--- config.mk ---
export PLATFORM = sky130hd
export DESIGN_NAME = msx_bus_ctrl_flat
export DESIGN_NICKNAME = d
export VERILOG_FILES = /design/src/rtl/msx_bus_ctrl_pkg.sv /design/src/rtl/msx_bus_ctrl_if.sv /design/src/rtl/msx_bus_ctrl_m1_wait.sv /design/src/rtl/msx_bus_ctrl.sv /design/src/flat_wrapper.sv
export SDC_FILE = /design/constraint.sdc
export NUM_CORES = 1
export LEC_CHECK = 0
export ABC_CLOCK_PERIOD_IN_PS = 1750
export BUFFER_PORTS_ARGS = -buffer_cell sky130_fd_sc_hd__buf_2
export CAP_MARGIN = 20
export CORE_ASPECT_RATIO = 1.5
export CORE_MARGIN = 2
export CORE_UTILIZATION = 45
export DETAILED_ROUTE_END_ITERATION = 6
export GPL_TIMING_DRIVEN = 0
export PLACE_DENSITY = 0.8
export SYNTH_ARGS = -nofsm -noshare
export SYNTH_HDL_FRONTEND = slang
export SYNTH_SLANG_ARGS = --single-unit
--- constraint.sdc ---
create_clock -name clk -period 1.75 [get_ports clk]
set_input_delay 0.175 -clock clk [delete_from_list [all_inputs] [get_ports clk]]
set_output_delay 0.175 -clock clk [all_outputs]
set_load 0.005 [all_outputs]
--- src/rtl/msx_bus_ctrl_pkg.sv ---
// Shared constants, wait-FSM state type and mapper reset values for the MSX bus controller.
// Latency: n/a (declarations only).
// Backpressure: n/a.
package msx_bus_pkg;

    localparam logic [7:0] PORT_PSLOT    = 8'hA8;
    localparam logic [7:0] PORT_MAP_BASE = 8'hFC;

    typedef enum logic [1:0] {
        ST_IDLE = 2'd0,
        ST_WAIT = 2'd1,
        ST_HOLD = 2'd2
    } wait_state_t;

    // Power-on mapping: page 0 -> segment 3, page 1 -> 2, page 2 -> 1, page 3 -> 0.
    function automatic logic [7:0] map_rst_val(input logic [1:0] idx);
        return {6'b0, ~idx};
    endfunction

endpackage

--- src/rtl/msx_bus_ctrl_if.sv ---
// Z80 CPU bus as seen by the MSX bus controller (address, write data, strobes, wait).
// Latency: n/a (wiring only).
// Backpressure: wait_n is the only flow control, driven by the slave back to the CPU.
interface msx_bus_ctrl_if;
    logic [15:0] A;
    logic [7:0]  cpu_dout;
    logic        mreq_n;
    logic        iorq_n;
    logic        rd_n;
    logic        wr_n;
    logic        m1_n;
    logic        rfsh_n;
    logic        wait_n;

    modport master (
        output A, cpu_dout, mreq_n, iorq_n, rd_n, wr_n, m1_n, rfsh_n,
        input  wait_n
    );

    modport slave (
        input  A, cpu_dout, mreq_n, iorq_n, rd_n, wr_n, m1_n, rfsh_n,
        output wait_n
    );
endinterface

--- src/rtl/msx_bus_ctrl_m1_wait.sv ---
// M1 wait-state generator: detects the start of each M1 cycle and pulls wait_n low.
// Latency: wait_n falls one clock after the trigger and stays low for M1_WAITS clocks.
// Backpressure: this block is the backpressure source; an aborted M1 (m1_n high) releases it.
module msx_m1_wait
    import msx_bus_pkg::*;
#(
    parameter int M1_WAITS = 1
) (
    input  logic clk,
    input  logic reset_n,
    input  logic i_m1_n,
    input  logic i_mreq_n,
    input  logic i_iorq_n,
    input  logic i_rfsh_n,
    output logic o_wait_n
);

    localparam bit         WAITS_EN = (M1_WAITS > 0);
    localparam logic [1:0] CNT_LOAD = WAITS_EN ? 2'(M1_WAITS - 1) : 2'd0;

    logic        w_m1_term;
    logic        w_trig;
    logic        r_m1_term_d;
    wait_state_t r_state;
    wait_state_t w_state_nxt;
    logic [1:0]  r_cnt;
    logic [1:0]  w_cnt_nxt;
    logic        r_wait_n;
    logic        w_wait_n_nxt;

    // Fetch or interrupt-ack access outside refresh; its rising edge marks a new M1 cycle.
    assign w_m1_term = ~i_m1_n & (~i_mreq_n | ~i_iorq_n) & i_rfsh_n;
    assign w_trig    = w_m1_term & ~r_m1_term_d;

    // History of the M1 term; reset high so a term already active at reset release is not a new cycle.
    always_ff @(posedge clk or negedge reset_n) begin
        if (!reset_n) r_m1_term_d <= 1'b1;
        else          r_m1_term_d <= w_m1_term;
    end

    // State, counter and registered wait output.
    always_ff @(posedge clk or negedge reset_n) begin
        if (!reset_n) begin
            r_state  <= ST_IDLE;
            r_cnt    <= 2'd0;
            r_wait_n <= 1'b1;
        end else begin
            r_state  <= w_state_nxt;
            r_cnt    <= w_cnt_nxt;
            r_wait_n <= w_wait_n_nxt;
        end
    end

    // Next state: wait_n_nxt is what the CPU sees after the coming edge.
    always_comb begin
        w_state_nxt  = r_state;
        w_cnt_nxt    = r_cnt;
        w_wait_n_nxt = 1'b1;
        case (r_state)
            ST_IDLE: begin
                if (w_trig && WAITS_EN) begin
                    w_state_nxt  = ST_WAIT;
                    w_cnt_nxt    = CNT_LOAD;
                    w_wait_n_nxt = 1'b0;
                end
            end
            ST_WAIT: begin
                if (i_m1_n) begin
                    w_state_nxt = ST_IDLE;
                end else if (r_cnt == 2'd0) begin
                    w_state_nxt = ST_HOLD;
                end else begin
                    w_cnt_nxt    = r_cnt - 2'd1;
                    w_wait_n_nxt = 1'b0;
                end
            end
            ST_HOLD: begin
                if (i_m1_n) w_state_nxt = ST_IDLE;
            end
            default: w_state_nxt = ST_IDLE;
        endcase
    end

    assign o_wait_n = r_wait_n;

endmodule

--- src/rtl/msx_bus_ctrl.sv ---
// MSX bus controller: M1 waits, primary-slot register (A8h), memory mapper (FCh-FFh), memory decode.
// Latency: register writes commit on the clock that samples the write edge; reads and decode are combinational.
// Backpressure: only M1 cycles are stretched via wait_n. Optional macro: MAPPER_READBACK_EN.
module msx_bus_ctrl
    import msx_bus_pkg::*;
#(
    parameter int M1_WAITS = 1,
    parameter int SEG_BITS = 8
) (
    input  logic                  clk,
    input  logic                  reset_n,
    msx_bus_ctrl_if.slave         bus,
    output logic [1:0]            pslot,
    output logic [SEG_BITS+13:0]  maddr,
    output logic [7:0]            slot_reg,
    output logic [7:0]            io_rdata,
    output logic                  io_rd_hit
);

    logic [7:0]          w_port;
    logic                w_is_pslot;
    logic                w_is_map;
    logic                w_own;
    logic                w_io_wr_n;
    logic                w_wr_fire;
    logic                w_io_rd;
    logic                r_io_wr_n_d;
    logic [7:0]          r_slot;
    logic [SEG_BITS-1:0] r_map [4];
    logic                w_wait_n;

    assign w_port     = bus.A[7:0];
    assign w_is_pslot = (w_port == PORT_PSLOT);
    assign w_is_map   = (w_port[7:2] == PORT_MAP_BASE[7:2]);

    // m1_n gating keeps interrupt acknowledge out of the I/O read/write paths.
    assign w_io_wr_n = ~(~bus.iorq_n & ~bus.wr_n & bus.m1_n);
    assign w_io_rd   = ~bus.iorq_n & ~bus.rd_n & bus.m1_n;
    assign w_wr_fire = r_io_wr_n_d & ~w_io_wr_n;

    // Write-strobe history; one commit per falling edge regardless of strobe length.
    always_ff @(posedge clk or negedge reset_n) begin
        if (!reset_n) r_io_wr_n_d <= 1'b1;
        else          r_io_wr_n_d <= w_io_wr_n;
    end

    // Slot and mapper registers, written once per I/O write bus cycle.
    always_ff @(posedge clk or negedge reset_n) begin
        if (!reset_n) begin
            r_slot <= 8'h00;
            for (int i = 0; i < 4; i++) r_map[i] <= SEG_BITS'(map_rst_val(2'(i)));
        end else if (w_wr_fire) begin
            if (w_is_pslot)    r_slot <= bus.cpu_dout;
            else if (w_is_map) r_map[w_port[1:0]] <= bus.cpu_dout[SEG_BITS-1:0];
        end
    end

`ifdef MAPPER_READBACK_EN
    assign w_own = w_is_pslot | w_is_map;

    // Read mux; unimplemented mapper bits read back as ones.
    always_comb begin
        io_rdata = 8'hFF;
        if (w_io_rd && w_is_pslot) io_rdata = r_slot;
        else if (w_io_rd && w_is_map) io_rdata[SEG_BITS-1:0] = r_map[w_port[1:0]];
    end
`else
    assign w_own = w_is_pslot;

    // Read mux; only the slot register is visible.
    always_comb begin
        io_rdata = 8'hFF;
        if (w_io_rd && w_is_pslot) io_rdata = r_slot;
    end
`endif

    assign io_rd_hit = w_io_rd & w_own;

    // Primary slot for the 16K page addressed by A[15:14].
    always_comb begin
        pslot = r_slot[1:0];
        case (bus.A[15:14])
            2'd0: pslot = r_slot[1:0];
            2'd1: pslot = r_slot[3:2];
            2'd2: pslot = r_slot[5:4];
            2'd3: pslot = r_slot[7:6];
            default: pslot = r_slot[1:0];
        endcase
    end

    assign maddr    = {r_map[bus.A[15:14]], bus.A[13:0]};
    assign slot_reg = r_slot;

    msx_m1_wait #(
        .M1_WAITS (M1_WAITS)
    ) u_m1_wait (
        .clk      (clk),
        .reset_n  (reset_n),
        .i_m1_n   (bus.m1_n),
        .i_mreq_n (bus.mreq_n),
        .i_iorq_n (bus.iorq_n),
        .i_rfsh_n (bus.rfsh_n),
        .o_wait_n (w_wait_n)
    );

    assign bus.wait_n = w_wait_n;

endmodule

--- src/flat_wrapper.sv ---
// flat-port wrapper written by rule: the top's interface ports become plain ports
module msx_bus_ctrl_flat import msx_bus_pkg::*;
#(
    parameter int M1_WAITS = 1,
    parameter int SEG_BITS = 8
)
  (clk, reset_n, pslot, maddr, slot_reg, io_rdata, io_rd_hit, bus_A, bus_cpu_dout, bus_mreq_n, bus_iorq_n, bus_rd_n, bus_wr_n, bus_m1_n, bus_rfsh_n, bus_wait_n);
  msx_bus_ctrl_if bus_i ();
  input  logic clk;
  input  logic reset_n;
  output logic [1:0] pslot;
  output logic [SEG_BITS+13:0] maddr;
  output logic [7:0] slot_reg;
  output logic [7:0] io_rdata;
  output logic io_rd_hit;
  input wire logic [$bits(bus_i.A)-1:0] bus_A;
  input wire logic [$bits(bus_i.cpu_dout)-1:0] bus_cpu_dout;
  input wire logic [$bits(bus_i.mreq_n)-1:0] bus_mreq_n;
  input wire logic [$bits(bus_i.iorq_n)-1:0] bus_iorq_n;
  input wire logic [$bits(bus_i.rd_n)-1:0] bus_rd_n;
  input wire logic [$bits(bus_i.wr_n)-1:0] bus_wr_n;
  input wire logic [$bits(bus_i.m1_n)-1:0] bus_m1_n;
  input wire logic [$bits(bus_i.rfsh_n)-1:0] bus_rfsh_n;
  output wire logic [$bits(bus_i.wait_n)-1:0] bus_wait_n;
  assign bus_i.A = bus_A;
  assign bus_i.cpu_dout = bus_cpu_dout;
  assign bus_i.mreq_n = bus_mreq_n;
  assign bus_i.iorq_n = bus_iorq_n;
  assign bus_i.rd_n = bus_rd_n;
  assign bus_i.wr_n = bus_wr_n;
  assign bus_i.m1_n = bus_m1_n;
  assign bus_i.rfsh_n = bus_rfsh_n;
  assign bus_wait_n = bus_i.wait_n;
  msx_bus_ctrl #(.M1_WAITS(M1_WAITS), .SEG_BITS(SEG_BITS)) u_core (.clk(clk), .reset_n(reset_n), .bus(bus_i), .pslot(pslot), .maddr(maddr), .slot_reg(slot_reg), .io_rdata(io_rdata), .io_rd_hit(io_rd_hit));
endmodule
==> run summary, run 1 <==
Average routed wire per standard cell -> 16.78 um
Slowest cell on the critical path -> dfstp_2
Overall die width -> 62.20 um
Initial Utilization -> 47.15%
Fin nets -> 274
I/O pins -> 74
Worst path buffer plus inverter count -> 1
# port buffers -> 64
Outcome -> completed
Sequential area share after synthesis -> 51.83%
Most frequent cells in the layout -> buf_2 (64), mux2_2 (41), dfrtp_1 (40)
Clk_lat worst skew -> 0.30 ns
Critical Path RT -> 1.94 ns
Max frequency -> 587.2 MHz
Mean Syn Cell Area -> 14.38 um2
Hold slack -> 0.05029 ns
Worst vdd ir -> 0.3869 mV
Setup crit end kind -> flip-flop
Initial antenna violation count -> 0
Syn Nets -> 192
Asr flop ratio synth -> 100.0%
Fin worst setup slack -> 0.04695 ns
Cts bufs inserted -> 5
Warning count from the yosys run -> 0
Largest net degree at the start of global routing -> 48
Worst-path fanout max -> 8
DR DRC count -> 0
Total Wirelength -> 5.168 mm
Detailed Route Iter0 Violations -> 78
Number of synthesized register bits -> 47
Lkg Pwr -> 1.521 nW
Clock-pin slew on the worst setup and hold paths -> 0.08 ns
Share of cells above drive strength 1 -> 71.49%
Clock sinks -> 47
Tightest Hold Check Type -> in2reg
Synth Flop Type -> dfrtp_1
PD cells -> 743.3 nW/um2
Minimum clock period after layout -> 1.703 ns
Crit path cell chain -> nand3_4, or4_1, buf_6, mux2_2
Critical path launch point type -> flip-flop
Vias in the first global route -> 1712
Setup TNS -> 0 ns
Post-Layout Cell Count -> 308
Critical Path AT -> 1.89 ns
Number of flip-flops in the largest register -> 32
Detailed-route via count -> 1579
CP top delay family -> simple AND/OR/NAND/NOR gates
Relative slew slack -> 54.98%
PnR Total Power -> 2.228 mW
Final Hold Viols -> 0
Detail Route Antenna Nets -> 0
Final worst-path cycle share -> 97.32%
CTS H-tree depth -> 2
Router iterations before antenna repair -> 4
Overall global routing resource usage -> 19.20%
Ant diodes -> 0
Root buffer cell -> clkbuf_8
CP peak stage delay -> 0.56 ns
Dpl hpwl -> 3.481 mm
Least-Margin Pin Slew -> 0.6752 ns
Post-DP Area -> 2689 um2
Clk_skew -> 0.008510 ns
Mapped Area -> 2286 um2
Post-Syn Instances -> 159
Post-route cell area -> 2998 um2
Placed cells -> 289
Clock buffer depth -> 2
Netlist cell types -> 27
Area delta synth->final -> 31.14%
Core area -> 4848 um2
# setup viols final -> 0
Leading cell type in the layout, fill and taps excluded -> buf_2
RSZ-0062 raised after global routing -> false
Global-route wire length before repair -> 8.383 mm
Total of max-cap violations -> 0
Die footprint -> 5678 um2
Max Slew Vio Count -> 0
Final Util -> 61.83%
Core Rows -> 31
DR vias/cell -> 5.127
Total grt overflow -> 0
CTS tree -> done
DP Worst Slack -> -0.3362 ns
Gpl congestion -> 0.7854
Post-synth EDFFs -> 0
Setup CP Type -> reg2reg
Die Height -> 91.29 um
==> worst paths after layout <==
check                      cells after the start  slack, ns               start                           end
max                                            4       0.05  u_core.r_io_wr_n_d               u_core.r_map[2]
min                                            2       0.05          bus_mreq_n  u_core.u_m1_wait.r_m1_term_d
max reg2reg                                    4       0.05  u_core.r_io_wr_n_d               u_core.r_map[2]
min reg2reg                                    1       0.51     u_core.r_map[0]               u_core.r_map[0]
max in group asynchronous                      3       0.97             reset_n              u_core.r_map[25]
min in group asynchronous                      2       0.26             reset_n            u_core.slot_reg[4]
==> synthesized netlist by cell type (all sizes together) (2+ instances only) <==
cell	number	area share [%]
nand2	2	0.33
inv	7	1.1
nor4	4	3.1
nor3	2	0.44
nand3	4	0.88
nand2b	2	0.55
dfrtp	40	44
mux2	41	20
nor2	3	0.49
mux4	10	9.9
or2	9	2.5
buf	19	5.9
dfstp	7	8.0
==> kinds of logic after synthesis <==
logic type / share of synthesized area, %
compound gates: 1.095
fa+ha+maj: 0.5473
buf+inv: 7.061
flops: 51.83
mux: 30.05
simple gates: 9.415
==> report_power, final <==
group	leakage [nW]	internal, mW	switching, mW	total (mW)
logic	0.831	0.129	0.145	0.274
clock network	0.0612	0.462	0.343	0.805
registers	0.629	1.13	0.0217	1.15
==> metal layers <==
metal  up-vias  global-route usage [%]  part of all wire [%]
li1        723                       -                     -
met1       796                   23.33                    39
met2        46                   31.97                    54
met3        14                   3.222                   3.2
met4         0                   11.48                   3.5
met5         -                       0                     0
==> timing repair <==
action	CTS	global route
hold buffers	0	1
resized for setup	18	2
pin swaps	8	3
endpoints found under the setup margin	41	30
gates cloned	1	0
hold endpoints to repair	0	6
buffers inserted	7	1
==> worst register-to-register path, cell delays in order (launching register included) <==
cell and delay [ns]:
dfstp_2 0.56, nand3_4 0.13, or4_1 0.47, buf_6 0.17
mux2_2 0.27
==> layout make-up <==
cell class,instances,area [um2]
flip-flops and latches,47,1185
fillers,373,1851
repair buffers,74,429.2
plain buffers,19,135.1
well taps,66,82.58
multi-input cells,87,1022
clock buffers,6,82.58
clock inverters,2,35.03
inverters,7,26.28
Note: power is estimated with default switching activity, not from simulation.
==> run 2: changes to the inputs <==
--- a/config.mk
+++ b/config.mk
@@ -10,10 +10,12 @@
 export CAP_MARGIN = 20
 export CORE_ASPECT_RATIO = 1.5
 export CORE_MARGIN = 2
-export CORE_UTILIZATION = 45
+export CORE_UTILIZATION = 47
+export CTS_BUF_LIST = sky130_fd_sc_hd__clkbuf_2
 export DETAILED_ROUTE_END_ITERATION = 6
 export GPL_TIMING_DRIVEN = 0
-export PLACE_DENSITY = 0.8
+export PLACE_DENSITY = 0.83
 export SYNTH_ARGS = -nofsm -noshare
 export SYNTH_HDL_FRONTEND = slang
 export SYNTH_SLANG_ARGS = --single-unit
+export TNS_END_PERCENT = 100
==> run 2 against run 1 <==
Largest power group unchanged; critical path depth shrank 2; routed wire length is 2.7% lower; sequential cell count stayed put; clock-buffer cell count fell by 1; non-clock buffer count grew 13; final cell count is 4.2% higher; first-iteration DRC count fell by 32%.
==> run summary, run 2 (synthesized netlist as in run 1, its figures left out) <==
Outcome -> completed
Fin worst setup slack -> 0.02982 ns (-0.01713 ns)
Final-layout fill cell count -> 373 (unchanged)
Core area -> 4771 um2 (-1.6%)
Critical Path RT -> 1.57 ns (-0.37 ns)
Number of flip-flops in the largest register -> 32 (unchanged)
Worst-path fanout max -> 4 (-4)
Total grt overflow -> 0 (unchanged)
# setup viols final -> 0 (unchanged)
CTS H-tree depth -> 2 (unchanged)
Die Height -> 89.42 um (-2.1%)
Max frequency -> 581.3 MHz (-1.0%)
Relative slew slack -> 55.45% (+0.47 points)
Least-Margin Pin Slew -> 0.6682 ns (-0.006984 ns)
Worst vdd ir -> 0.5230 mV (+35%)
Setup crit end kind -> primary output
Ant diodes -> 0 (unchanged)
Global-route wire length before repair -> 7.134 mm (-15%)
Final worst-path cycle share -> 98.30% (+0.98 points)
Share of cells above drive strength 1 -> 68.63% (-2.9 points)
Clock buffer depth -> 2 (unchanged)
Min-delay src -> bus_cpu_dout[4]
# port buffers -> 64 (unchanged)
Minimum clock period after layout -> 1.720 ns (+0.01713 ns)
Max Slew Vio Count -> 0 (unchanged)
Setup CP Type -> reg2out
Final Hold Viols -> 0 (unchanged)
Clk_skew -> 0.02008 ns (+0.01157 ns)
Lkg Pwr -> 1.548 nW (+1.7%)
Clk_lat worst skew -> 0.44 ns (+0.14 ns)
RSZ-0062 raised after global routing -> true
Critical path launch point type -> flip-flop
Detail Route Antenna Nets -> 0 (unchanged)
Vias in the first global route -> 1497 (-13%)
Core Rows -> 31 (unchanged)
Area delta synth->final -> 33.99%
Cts bufs inserted -> 5 (unchanged)
Overall die width -> 60.94 um (-2.0%)
Largest net degree at the start of global routing -> 48 (unchanged)
Detailed Route Iter0 Violations -> 53 (-32%)
DR DRC count -> 0 (unchanged)
Worst setup path start -> u_core.slot_reg[0]
Final Util -> 64.20% (+2.4 points)
PD cells -> 655.5 nW/um2 (-12%)
DP Worst Slack -> -0.3753 ns (-0.03916 ns)
DR vias/cell -> 5.097 (-0.59%)
Initial Utilization -> 47.92% (+0.77 points)
Root buffer cell -> clkbuf_2
Initial antenna violation count -> 0 (unchanged)
Critical Path AT -> 1.55 ns (-0.34 ns)
Average routed wire per standard cell -> 15.67 um (-6.6%)
Most frequent cells in the layout -> buf_2 (66), mux2_2 (41), dfrtp_1 (40)
Leading cell type in the layout, fill and taps excluded -> buf_2
Clock sinks -> 47 (unchanged)
I/O pins -> 74 (unchanged)
CTS tree -> done
Gpl congestion -> 0.7895 (+0.52%)
Seq. cell area -> 1185 um2 (unchanged)
Total of max-cap violations -> 0 (unchanged)
Clock-pin slew on the worst setup and hold paths -> 0.24 ns (+0.16 ns)
Total Wirelength -> 5.031 mm (-2.7%)
Router iterations before antenna repair -> 4 (unchanged)
Die footprint -> 5449 um2 (-4.0%)
Area of the multi-input gates -> 1016 um2 (-0.61%)
PnR Total Power -> 2.008 mW (-9.9%)
Reg2Reg Launch Point -> u_core.r_io_wr_n_d
Fin nets -> 287 (+4.7%)
Overall global routing resource usage -> 18.43% (-0.77 points)
Detailed-route via count -> 1636 (+3.6%)
Dpl hpwl -> 3.259 mm (-6.4%)
Tightest Hold Check Type -> in2reg
run 2: critical path, cell delays in order (launching register included):
cell	delay, ns
dfrtp_1	0.47
mux4_2	0.50
buf_6	0.14
run 2: final cells by class:
cell class                 instances  area share [%]
timing repair buffer              87           18.10
buffer                            19           4.412
inverter                           7          0.8578
sequential                        47           38.68
tap                               66           2.696
clock inverter                     3           1.266
multi-input combinational         87           33.17
clock buffer                       5          0.8170
run 2: report_power, final:
group	total [mW]	internal (mW)	leakage [nW]	switching, mW
Clock	0.581	0.235	0.0404	0.346
Combinational	0.276	0.140	0.879	0.136
Sequential	1.15	1.13	0.629	0.0214
run 2: per-layer routing:
metal	global-route usage, %	vias to the layer above	wire length, um
li1	-	753	-
met4	7.312	0	103
met1	22.88	819	2047
met2	30.89	53	2650
met5	0	-	0
met3	4.052	11	230
run 2: path summary, 6_finish.rpt:
path                                       to  slack, ns  cells past startpoint
setup / recovery                     pslot[0]       0.03                      2
hold / removal               u_core.r_map[12]       0.03                      2
setup reg to reg              u_core.r_map[5]       0.03                      4
hold reg to reg              u_core.r_map[12]       0.53                      1
max in group asynchronous  u_core.r_io_wr_n_d       0.98                      3
min in group asynchronous     u_core.r_map[0]       0.18                      2
run 2: per-stage QoR:
step	hold WS [ns]	TNS [ns]	instance area [um2]	cells
3_5_place_dp	0.3569	-9.831	2689	289
3_3_place_gp	0.3513	-8.989	2689	289
5_1_grt	0.005726	-0.1141	3063	321
6_report	0.03308	0	3063	321
4_1_cts	0.009084	-0.001073	2953	313
2_1_floorplan	-0.1206	0	2286	159
run 2: what timing repair did:
action / 4_1_cts / 5_1_grt
endpoints found under the setup margin: 41 / 18
pin swaps: 4 / 0
hold buffers: 12 / 0
hold endpoints to repair: 59 / 0
cloned: 0 / 1
buffers inserted: 4 / 6
gates resized for setup: 6 / 8
==> run 3: changes to the inputs <==
--- a/config.mk
+++ b/config.mk
@@ -14,7 +14,8 @@
 export CTS_BUF_LIST = sky130_fd_sc_hd__clkbuf_2
 export DETAILED_ROUTE_END_ITERATION = 6
 export GPL_TIMING_DRIVEN = 0
-export PLACE_DENSITY = 0.83
+export PLACE_DENSITY = 0.85
+export SLEW_MARGIN = 10
 export SYNTH_ARGS = -nofsm -noshare
 export SYNTH_HDL_FRONTEND = slang
 export SYNTH_SLANG_ARGS = --single-unit
==> run 3 against run 2 <==
Critical endpoint is now io_rdata[2]; design area is 0.53% higher; critical path type is now in2out; maximum frequency is 1.9% lower; clock skew is 0.0058 ns lower; register-to-register slack hardly changed; worst hold slack worse by 0.0095 ns; power is 0.16% lower; highest routed layer unchanged; the flow now finishes with violations (negative setup slack); worst setup slack worse by 0.033 ns; largest power group unchanged; sequential cell count stayed put; routed wire length is 3.9% higher; combinational power is 2% lower.
==> run summary, run 3 (synthesized netlist as in run 1, its figures left out) <==
Outcome -> complete, but fails checks
Relative slew slack -> 56.32% (+0.87 points)
Worst-path fanout max -> 5 (+1)
Vias in the first global route -> 1587 (+6.0%)
Dpl hpwl -> 3.455 mm (+6.0%)
PD cells -> 651.0 nW/um2 (-0.69%)
DR DRC count -> 0 (unchanged)
Max frequency -> 570.3 MHz (-1.9%)
Critical path destination -> io_rdata[2]
CP top delay family -> simple AND/OR/NAND/NOR gates
Number of flip-flops in the largest register -> 32 (unchanged)
Total grt overflow -> 0 (unchanged)
Router iterations before antenna repair -> 4 (unchanged)
Detailed-route via count -> 1637 (+0.061%)
Setup crit end kind -> primary output
# port buffers -> 64 (unchanged)
Largest net degree at the start of global routing -> 48 (unchanged)
Tightest Hold Check Type -> in2reg
R2R depth -> 4 (unchanged)
Flop2flop setup slack -> 0.03 ns (about the same)
Worst path buffer plus inverter count -> 3 (+2)
Reg2Reg Launch Point -> u_core.r_io_wr_n_d
Least-Margin Pin Slew -> 0.6551 ns (-0.01310 ns)
Core Rows -> 31 (unchanged)
Top cell by count, worst path -> buf_6
Initial Utilization -> 47.92% (unchanged)
Area delta synth->final -> 34.70%
Lkg Pwr -> 1.572 nW (+1.6%)
Clock sinks -> 47 (unchanged)
Clk_lat worst skew -> 0.43 ns (about the same)
Leading cell type in the layout, fill and taps excluded -> buf_2
Clock power frac -> 29.1% (+0.2 points)
Critical Path AT -> 1.58 ns (+0.03 ns)
Final worst-path cycle share -> 100.2% (+1.9 points)
Worst setup path start -> bus_A[6]
I/O pins -> 74 (unchanged)
Fin nets -> 283 (-1.4%)
Ant diodes -> 0 (unchanged)
CP Depth -> 7 (+5)
Combinational fraction of design power -> 13.5% (-0.2 points)
Initial antenna violation count -> 0 (unchanged)
Die footprint -> 5449 um2 (unchanged)
Worst vdd ir -> 0.4901 mV (-6.3%)
Root buffer cell -> clkbuf_2
Final Hold Viols -> 0 (unchanged)
Slowest cell on the critical path -> or3_4
Fin worst setup slack -> -0.003433 ns (-0.03325 ns)
RSZ-0062 raised after global routing -> true
Total of max-cap violations -> 0 (unchanged)
PnR Total Power -> 2.005 mW (-0.16%)
CTS tree -> done
CTS H-tree depth -> 2 (unchanged)
Internal -> 1.504 mW (about the same)
Clock buffer depth -> 2 (unchanged)
Detailed Route Iter0 Violations -> 43 (-19%)
Share of cells above drive strength 1 -> 69.32% (+0.70 points)
Clk_skew -> 0.01425 ns (-0.005832 ns)
Placed cells -> 289 (unchanged)
Clock-pin slew on the worst setup and hold paths -> 0.23 ns (about the same)
Critical path launch point type -> input port
Die Height -> 89.42 um (unchanged)
Max Slew Vio Count -> 0 (unchanged)
Detail Route Antenna Nets -> 0 (unchanged)
Cts bufs inserted -> 5 (unchanged)
Total Wirelength -> 5.226 mm (+3.9%)
Core area -> 4771 um2 (unchanged)
Failing checks -> negative setup slack
Sw frac -> 24.96% (-0.11 points)
# setup viols final -> 2 (+2)
FF-to-FF End -> u_core.r_map[2]
DR vias/cell -> 5.164 (+1.3%)
Setup CP Type -> in2out
Post-Layout Cell Count -> 317 (-1.2%)
Most frequent cells in the layout -> buf_2 (57), mux2_2 (41), dfrtp_1 (39)
Crit path cell chain -> buf_6, or3_4, nor4_4, nand3_2, buf_6, or2_4, buf_6
Overall global routing resource usage -> 19.96% (+1.5 points)
Average routed wire per standard cell -> 16.49 um (+5.2%)
Psw -> 500.4 uW (-0.61%)
Overall die width -> 60.94 um (unchanged)
Critical Path RT -> 1.57 ns (about the same)
CP peak stage delay -> 0.38 ns (-0.12 ns)
Global-route wire length before repair -> 7.734 mm (+8.4%)
Minimum clock period after layout -> 1.753 ns (+0.03325 ns)
Reg power frac -> 57.4% (about the same)
Gpl congestion -> 0.7603 (-3.7%)
run 3: cell count changes in the layout (fill, tap and decap cells not counted), moves of 3 or more:
cell and change:
buf_4 -3, dlygate4sd3_1 -3, buf_2 -9, or2_2 -4, buf_6 +11, or2_4 +4
run 3: power by group through the flow:
stage / clock network (mW) / logic (mW) / registers (mW)
6_report: 0.583 / 0.271 / 1.15
5_1_grt: 0.632 / 0.303 / 1.16
4_1_cts: 0.592 / 0.250 / 1.15
3_5_place_dp: 0 / 0.236 / 1.17
3_3_place_gp: 0 / 0.226 / 1.17
2_1_floorplan: 0 / 0.129 / 1.16
run 3: routing by layer:
metal	GRT usage (%)	wire (um)
met1	24.45	1941
met4	7.115	119
met5	0	0
met2	34.51	2928
met3	3.907	236
run 3: metrics by stage:
| step | cell area, um2 | hold slack, ns | setup slack (ns) | TNS [ns] | utilization, % |
|---|---|---|---|---|---|
| floorplan | 2286 | -0.1206 | 0.01807 | 0 | - |
| global placement | 2689 | 0.3470 | -0.4287 | -10.03 | 56.36 |
| detailed placement | 2689 | 0.3471 | -0.4291 | -10.97 | 56.36 |
| CTS | 2885 | 0.0004099 | 0.005420 | 0 | 60.48 |
| global route | 3079 | 0.005552 | -0.05174 | -0.3479 | 64.54 |
| finish | 3079 | 0.02361 | -0.003433 | -0.005405 | 64.54 |
run 3: how the worst min path moves through the flow:
stage / start / end / cells past startpoint
after floorplan: reset_n / u_core.r_map[0] / 0
after global placement: bus_mreq_n / u_core.u_m1_wait.r_m1_term_d / 2
after detailed placement: bus_mreq_n / u_core.u_m1_wait.r_m1_term_d / 2
after CTS: bus_cpu_dout[7] / u_core.r_map[15] / 2
after global routing: bus_cpu_dout[3] / u_core.slot_reg[3] / 2
final: bus_cpu_dout[0] / u_core.r_map[16] / 2
run 3: cell type report:
cell class / instances / area (um2)
Timing Repair Buffer: 84 / 585.6
Clock buffer: 5 / 25.02
Clock inverter: 3 / 38.79
Tap cell: 66 / 82.58
Fill cell: 362 / 1692
Multi-Input combinational cell: 86 / 997.2
Inverter: 7 / 26.28
Buffer: 19 / 137.6
Sequential cell: 47 / 1186
run 3: what timing repair did:
item | CTS | global route
hold buffers | 5 | 4
gates cloned | 0 | 1
resized for setup | 5 | 24
buffers inserted | 5 | 4
endpoints found under the hold margin | 43 | 14
pin swaps | 4 | 3
endpoints found under the setup margin | 41 | 11
